`src/rtl/alu_pkg.sv`:
```
// rtl/alu_pkg.sv - opcode, compare-flag and width constants shared by the alu
package alu_pkg;

  localparam int ALU_WIDTH = 16;
  localparam int ALU_IMMW  = 8;

  typedef enum logic [3:0] {
    OP_ADD    = 4'd0,
    OP_SUB    = 4'd1,
    OP_OR     = 4'd2,
    OP_XOR    = 4'd3,
    OP_AND    = 4'd4,
    OP_NOT    = 4'd5,
    OP_LDADDR = 4'd6,
    OP_STADDR = 4'd7,
    OP_LOADI  = 4'd8,
    OP_CMP    = 4'd9,
    OP_SHL    = 4'd10,
    OP_SHR    = 4'd11,
    OP_JUMPA  = 4'd12,
    OP_JUMPC  = 4'd13,
    OP_JUMPI  = 4'd14,
    OP_NOP    = 4'd15
  } opcode_e;

  // Bit positions of the CMP result flags
  localparam int CMP_EQ = 15;
  localparam int CMP_GT = 14;
  localparam int CMP_LT = 13;
  localparam int CMP_AZ = 12;
  localparam int CMP_BZ = 11;

endpackage

```
`src/rtl/alu.sv`:
```
// rtl/alu.sv - execute-stage alu with registered result and branch-taken flag
module alu
  import alu_pkg::*;
#(
  parameter int WIDTH = ALU_WIDTH,
  parameter int IMMW  = ALU_IMMW
) (
  input  logic             clk,
  input  logic             reset,
  input  logic             en,
  input  logic [4:0]       aluop,
  input  logic [WIDTH-1:0] dataA,
  input  logic [WIDTH-1:0] dataB,
  input  logic [IMMW-1:0]  imm,
  output logic [WIDTH-1:0] dataResult,
  output logic             shldBranch
);

  localparam int SHW = $clog2(WIDTH);

  opcode_e          op;
  logic             f;
  logic [SHW-1:0]   shamt;
  logic [WIDTH-1:0] addr_off;
  logic [WIDTH-1:0] imm_sext;
  logic [WIDTH-1:0] next_result;
  logic             next_branch;

  assign op    = opcode_e'(aluop[4:1]);
  assign f     = aluop[0];
  assign shamt = dataB[SHW-1:0];

  // Address ops only use the low five immediate bits as a signed offset
  assign addr_off = {{(WIDTH-5){imm[4]}}, imm[4:0]};
  assign imm_sext = {{(WIDTH-IMMW){imm[IMMW-1]}}, imm};

  always_comb begin
    next_result = '0;
    next_branch = 1'b0;
    unique case (op)
      OP_ADD:    next_result = dataA + dataB;
      OP_SUB:    next_result = dataA - dataB;
      OP_OR:     next_result = dataA | dataB;
      OP_XOR:    next_result = dataA ^ dataB;
      OP_AND:    next_result = dataA & dataB;
      OP_NOT:    next_result = ~dataA;
      OP_LDADDR,
      OP_STADDR: next_result = dataA + addr_off;
      OP_LOADI: begin
        if (f)
          next_result = {{(WIDTH-IMMW){1'b0}}, imm};
        else
          next_result = {imm, {(WIDTH-IMMW){1'b0}}};
      end
      OP_CMP: begin
        next_result[CMP_EQ] = (dataA == dataB);
        if (f) begin
          next_result[CMP_GT] = ($signed(dataA) > $signed(dataB));
          next_result[CMP_LT] = ($signed(dataA) < $signed(dataB));
        end else begin
          next_result[CMP_GT] = (dataA > dataB);
          next_result[CMP_LT] = (dataA < dataB);
        end
        next_result[CMP_AZ] = (dataA == '0);
        next_result[CMP_BZ] = (dataB == '0);
      end
      OP_SHL:    next_result = dataA << shamt;
      OP_SHR: begin
        if (f)
          next_result = $unsigned($signed(dataA) >>> shamt);
        else
          next_result = dataA >> shamt;
      end
      OP_JUMPA: begin
        next_result = dataA;
        next_branch = 1'b1;
      end
      OP_JUMPC: begin
        next_result = dataB;
        next_branch = f ? (dataA != '0) : (dataA == '0);
      end
      OP_JUMPI: begin
        next_result = imm_sext;
        next_branch = 1'b1;
      end
      OP_NOP: begin
        next_result = '0;
        next_branch = 1'b0;
      end
      default: begin
        next_result = '0;
        next_branch = 1'b0;
      end
    endcase
  end

  always_ff @(posedge clk or posedge reset) begin
    if (reset) begin
      dataResult <= '0;
      shldBranch <= 1'b0;
    end else if (en) begin
      dataResult <= next_result;
      shldBranch <= next_branch;
    end
  end

endmodule

```
`config.mk`:
```
export PLATFORM = sky130hd
export DESIGN_NAME = alu
export DESIGN_NICKNAME = d
export VERILOG_FILES = /design/src/rtl/alu_pkg.sv /design/src/rtl/alu.sv
export SDC_FILE = /design/constraint.sdc
export NUM_CORES = 1
export LEC_CHECK = 0
export BUFFER_PORTS_ARGS = -buffer_cell sky130_fd_sc_hd__buf_2
export CAP_MARGIN = 20
export CORE_MARGIN = 1
export CORE_UTILIZATION = 45
export DETAILED_ROUTE_END_ITERATION = 6
export PLACE_DENSITY = 0.72
export SKIP_LAST_GASP = 1
export SYNTH_ARGS = -nofsm -noshare
export SYNTH_HDL_FRONTEND = slang
export SYNTH_SLANG_ARGS = --single-unit
```
`constraint.sdc`:
```
create_clock -name clk -period 1.5 [get_ports clk]
set_input_delay 0.15 -clock clk [delete_from_list [all_inputs] [get_ports clk]]
set_output_delay 0.15 -clock clk [all_outputs]
set_load 0.005 [all_outputs]
```
==> results of run 1 <==
[final cells by class]
type / instances / area (sq um) / share of cell area
Multi-Input combinational cell: 720 / 5990 / 0.591
Tap cell: 172 / 215 / 0.0213
Inverter: 46 / 220 / 0.0218
Clock inverter: 1 / 5.00 / 0.000494
Clock buffer: 3 / 75.1 / 0.00742
Sequential cell: 17 / 425 / 0.0420
Timing Repair Buffer: 412 / 3200 / 0.316
[routing by layer]
| layer | vias to the layer above | routed length [um] | share of wire |
|---|---|---|---|
| li1 | 3910 | - | - |
| met1 | 4145 | 12200 | 0.38 |
| met2 | 722 | 13600 | 0.42 |
| met3 | 211 | 4170 | 0.13 |
| met4 | 2 | 2160 | 0.067 |
| met5 | - | 13 | 0.00040 |
[power by group through the flow]
| stage | registers (W) | clock network (W) | logic [W] |
|---|---|---|---|
| finish | 0.000577 | 0.000539 | 0.00378 |
| floorplan | 0.000586 | 0 | 0.00160 |
| global placement | 0.000580 | 0 | 0.00304 |
| CTS | 0.000576 | 0.000544 | 0.00339 |
| detailed placement | 0.000580 | 0 | 0.00308 |
| global route | 0.000585 | 0.000562 | 0.00396 |
[cells in the final DEF, fill, tap and decap left out, drive strengths merged, types with 17 or more instances in the layout]
master	Yosys	routed
a221oi	20	20
nor3	18	18
o21ai	64	64
inv	45	43
nand2	75	75
a211oi	23	23
a21oi	46	46
nor2	101	101
dfrtp	17	17
buf	12	410
nand3	17	17
mux2i	25	25
ha	64	64
[through the flow]
stage | power [W] | TNS, ps | setup WS [ps]
after global placement | 0.00362 | -17060 | -1380
after detailed placement | 0.00366 | -16610 | -1390
after floorplan | 0.00218 | -8330 | -1150
after global routing | 0.00511 | -11430 | -1070
final | 0.00489 | -10340 | -979
after CTS | 0.00451 | -9530 | -937
[cell families (layout without fill, tap and decap cells)]
group	after synthesis	in the layout	synth area share
simple gates	303	303	0.253
compound gates	290	290	0.342
buf+inv	114	462	0.0748
fa+ha+maj	67	67	0.147
mux	37	37	0.0771
xor+xnor	23	23	0.0343
flops	17	17	0.0724
[state kept, by name, indices dropped and copies added (netlist names)]
name	flops
shldBranch	1
dataResult	16
[worst max path at each step]
| stage | endpoint |
|---|---|
| 6_report | dataResult[10] |
| 5_1_grt | dataResult[14] |
| 4_1_cts | dataResult[14] |
| 3_5_place_dp | dataResult[14] |
| 3_3_place_gp | dataResult[14] |
| 2_1_floorplan | dataResult[14] |
[repair_timing]
| item | 4_1_cts | 5_1_grt |
|---|---|---|
| gates cloned | 2 | 0 |
| buffers inserted | 10 | 11 |
| gates resized for setup | 120 | 85 |
| hold buffers | 0 | 0 |
| setup endpoints to repair | 17 | 17 |
| pin swaps | 52 | 53 |
==> flow_summary.toml, run 1 <==
[critical_path]
worst_setup_path_start_kind = "input pin"
critPathCaptureType = "register"
cp_slowest_cell = "or4_4"
crit_required_ps = 1630
reg2reg_depth = 5
worst-path-buf-inv = 3
startpoint = "dataA[6]"
crit_arrival_ps = 2610
crit_type = "in2reg"
reg2reg_from = "dataResult[9]"
reg2reg_to = "dataResult[9]"
critPathMaxFanout = 3
crit_cells = 12
reg2reg_slack_ps = -280
crit_chain = "buf_8 > inv_8 > ha_4 > or4_4 > a211o_1 > a311oi_2 > buf_4 > nor2_4 > a221oi_2 > a21oi_2 > a211oi_2 > o2bb2ai_1"
crit_family = "compound AO/OA/AOI/OAI gates"
critPathMaxStageDelay_ps = 540

[timing]
final-hold-violation-count = 17
grt_setup_unrepaired = "true"
fin_ws_ps = -979
skew_ps = 0
max_freq_mhz = 403
maxSlewHeadroom = 0.263
fin_crit_ps = 2480
worst-slew-pin-transition_ps = 1090
fin_hold_ws_ps = -17.3
setup_viol = 17
slew_violations = 0
period_share = 1.65

[place]
port-buffer-count = 64
dp_cells = 1347
dp_hpwl_um = 24000
gp_congestion = 1.09
dpl_cell_area_sq_um = 8900

[drt]
drt_iter0_markers = 1286
drtAntennaViolNets = 0
drc = 10
drt_wl_total_um = 32100
vias = 8990
vias_per_cell = 6.56
detail_route.wl_per_cell_um = 23.4
dr.pass1.iters = 7

[die]
initial_core_util = 0.464
core_sq_um = 12700
die_h_um = 116
ios = 65
dieWidth_um = 116
dieArea_sq_um = 13500
rows = 41

[global_routing]
grt_max_degree = 37
grt_pass1_wl_um = 46200
busiest_layer = "met2"
grt_pass1_vias = 8392
global_route.usage.met3 = 0.147
antenna_found_initial = 2
track_usage = 0.455
grt_use_met1 = 0.573
grt_remaining_overflow = 0
use_met2 = 0.699

[logic_synthesis]
syn_inst = 851
yosys.area.top_type = "ha_1"
synth_most_common_cell = "nor2_1"
ys_ff_latch = 17
synthFlopType = "dfrtp_1"
synthDistinctLibCells = 75
yosys-top-cells-area = "ha_1, dfrtp_1, nor2_1, o21ai_0, nand2_1"
synth_common_cells = "nor2_1, nand2_1, ha_1, o21ai_0, clkbuf_1"
syn_area_per_cell_sq_um = 6.90
synth-async-reset-ratio = 1.00
syn-cell-area_sq_um = 5870
syn_nets = 966
yosys_warnings = 0
synth_top_area_frac = 0.136
synth_edf_count = 0
synth-seq-area-share = 0.0724

[finish]
syn_to_final_growth_pct = 72.3
final_cell_area_sq_um = 10100
drive_above_1_share = 0.491
fillers = 879
final_cells = 1371
final_util = 0.799
nets = 1315
antennaDiodeCount = 0

[worst_hold_path]
hp-class = "in2async"

[run_status]
violations = "design-rule violations, negative hold slack, negative setup slack"
status = "complete, but fails checks"

[clock_network]
cts_tree = "built"
clock_path_buffers = 2
cts-htree-levels = 1
numCtsBuffers = 3
root_buffer = "clkbuf_16"
clk_pin_slew_ps = 50
clock-sinks = 17
clk_latency_ps = 250

[power]
combPwrFrac = 0.772
power_switching_w = 0.00222
p_seq_frac = 0.118
p_clk_frac = 0.110
internal_power_w = 0.00268
vdd_ir_drop_max_mv = 0.451
p_per_area_nw_per_um2 = 483
p_leak_nw = 4.59
p_sw_frac = 0.453

[run]
drv_cap = 0
Power figures use the tool's default switching activity.
==> inputs of run 2 (changes only) <==
Settings changed: CORE_ASPECT_RATIO set to 1.25.
==> run 2 against run 1 <==
The run ends with negative setup slack left; combinational power hardly changed; worst hold slack improved by 350 ps; clock skew is the same; register-to-register slack gained 190 ps; cell count is 0.95% lower; fmax down 1.2%; highest routed layer is now met4.
==> flow_summary.toml, run 2 (synthesis gave the netlist of run 1 again) <==
[finish]
final_cells = 1358
largest_register_ffs = 16
final_util = 0.792
syn_to_final_growth_pct = 71.5
nets = 1306
antennaDiodeCount = 0
top_register = "dataResult"
drive_above_1_share = 0.477
final_common_cell = "buf_4"
fillers = 909
layout_common_cells = "buf_4, nor2_1, nand2_1, buf_2, ha_1"
reg.largest.list = "dataResult: 16 flops, shldBranch: 1 flops"

[drt]
drt_wl_total_um = 32000
detail_route.wl_per_cell_um = 23.5
drc = 0
vias = 8720
vias_per_cell = 6.42
drt_iter0_markers = 1240
dr.pass1.iters = 6
drtAntennaViolNets = 0

[timing]
setup_viol = 16
period_share = 1.67
grt_setup_unrepaired = "true"
fin_ws_ps = -1010
worst-slew-pin-transition_ps = 863
final-hold-violation-count = 0
max_freq_mhz = 398
slew_violations = 0
skew_ps = 0
maxSlewHeadroom = 0.418
fin_crit_ps = 2510

[clock_network]
clk_pin_slew_ps = 60
clk_latency_ps = 260
clock-sinks = 17
clock_path_buffers = 2
cts-htree-levels = 1
cts_tree = "built"
root_buffer = "clkbuf_16"
numCtsBuffers = 3

[die]
dieWidth_um = 104
initial_core_util = 0.462
rows = 46
die_h_um = 130
dieArea_sq_um = 13500
ios = 65
core_sq_um = 12700

[critical_path]
startpoint = "dataB[6]"
reg2reg_to = "dataResult[9]"
crit_chain = "buf_12 > inv_12 > ha_4 > or4_4 > a211o_1 > a311oi_4 > o41ai_2 > o311ai_2 > xor2_1 > nor2_1 > o32a_1"
reg2reg_depth = 5
reg2reg_from = "dataResult[9]"
crit_required_ps = 1640
crit_end = "dataResult[14]"
worst_setup_path_start_kind = "input pin"
cp_slowest_cell = "or4_4"
critPathCaptureType = "register"
crit_arrival_ps = 2650
reg2reg_slack_ps = -90
critPathMaxStageDelay_ps = 570
critPathMaxFanout = 2
crit_type = "in2reg"

[run_status]
status = "complete, but fails checks"
violations = "negative setup slack"

[power]
p_clk_frac = 0.115
internal_power_w = 0.00269
combPwrFrac = 0.766
p_sw_frac = 0.451
p_per_area_nw_per_um2 = 487
p_leak_nw = 4.55
vdd_ir_drop_max_mv = 0.846
p_seq_frac = 0.119
power_switching_w = 0.00221

[place]
dp_cells = 1329
gp_congestion = 1.03
port-buffer-count = 64
dp_hpwl_um = 24000

[global_routing]
grt_pass1_vias = 8289
track_usage = 0.447
grt_pass1_wl_um = 46400
grt_remaining_overflow = 0
grt_max_degree = 37
antenna_found_initial = 0

[worst_hold_path]
hp-class = "in2reg"

[run]
drv_cap = 0
-- run 2: metal layers --
layer | track usage | share of wire | vias to the layer above
li1 | - | - | 3885
met5 | 0 | 0 | -
met2 | 0.766 | 0.46 | 600
met4 | 0.257 | 0.071 | 0
met3 | 0.0774 | 0.095 | 184
met1 | 0.530 | 0.38 | 4051
-- run 2: power groups by stage --
stage	Clock [W]	Combinational, W	Sequential, W
after global routing	0.000589	0.00393	0.000585
after detailed placement	0	0.00307	0.000582
after CTS	0.000575	0.00340	0.000577
after floorplan	0	0.00160	0.000586
final	0.000565	0.00376	0.000582
after global placement	0	0.00305	0.000580
-- run 2: cell type report --
type                       instances  area [sq um]  share of cell area
multi-input combinational        720          6010               0.597
timing repair buffer             403          3120               0.310
sequential                        17           425              0.0422
inverter                          46           225              0.0224
tap                              168           210              0.0209
clock buffer                       3          75.1             0.00745
clock inverter                     1          7.51            0.000745
-- run 2: how the worst min path moves through the flow --
| stage | start | end | slack, ps | cells past startpoint |
|---|---|---|---|---|
| after global placement | reset | dataResult[11] | 260 | 2 |
| after CTS | en | dataResult[11] | 320 | 3 |
| final | en | dataResult[11] | 330 | 3 |
| after detailed placement | reset | dataResult[13] | 270 | 2 |
| after global routing | en | dataResult[11] | 340 | 3 |
| after floorplan | reset | dataResult[0] | 80 | 1 |
-- run 2: what timing repair did --
item	CTS	global route
pin swaps	53	47
resized for setup	133	73
endpoints found under the hold margin	17	0
cloned	1	0
hold buffers	1	0
setup endpoints to repair	17	17
buffers inserted	19	9
-- run 2: metrics by stage --
stage | setup WS, ps | hold slack, ps | power (W) | area, sq um | TNS (ps)
floorplan | -1150 | 76.1 | 0.00218 | 6360 | -8330
global placement | -1520 | 261 | 0.00363 | 8790 | -16900
detailed placement | -1520 | 275 | 0.00365 | 8790 | -17470
CTS | -1020 | 318 | 0.00455 | 9630 | -9820
global route | -1080 | 339 | 0.00511 | 10100 | -10990
finish | -1010 | 331 | 0.00490 | 10100 | -10090
-- run 2: worst max-delay path: cells and delay by family --
family                   cells  cell delay, ps
AO/OA/AOI/OAI                5            1360
XOR/XNOR                     1             170
adder cells (fa/ha/maj)      1             190
buffers and inverters        2             150
AND/OR/NAND/NOR              2             620
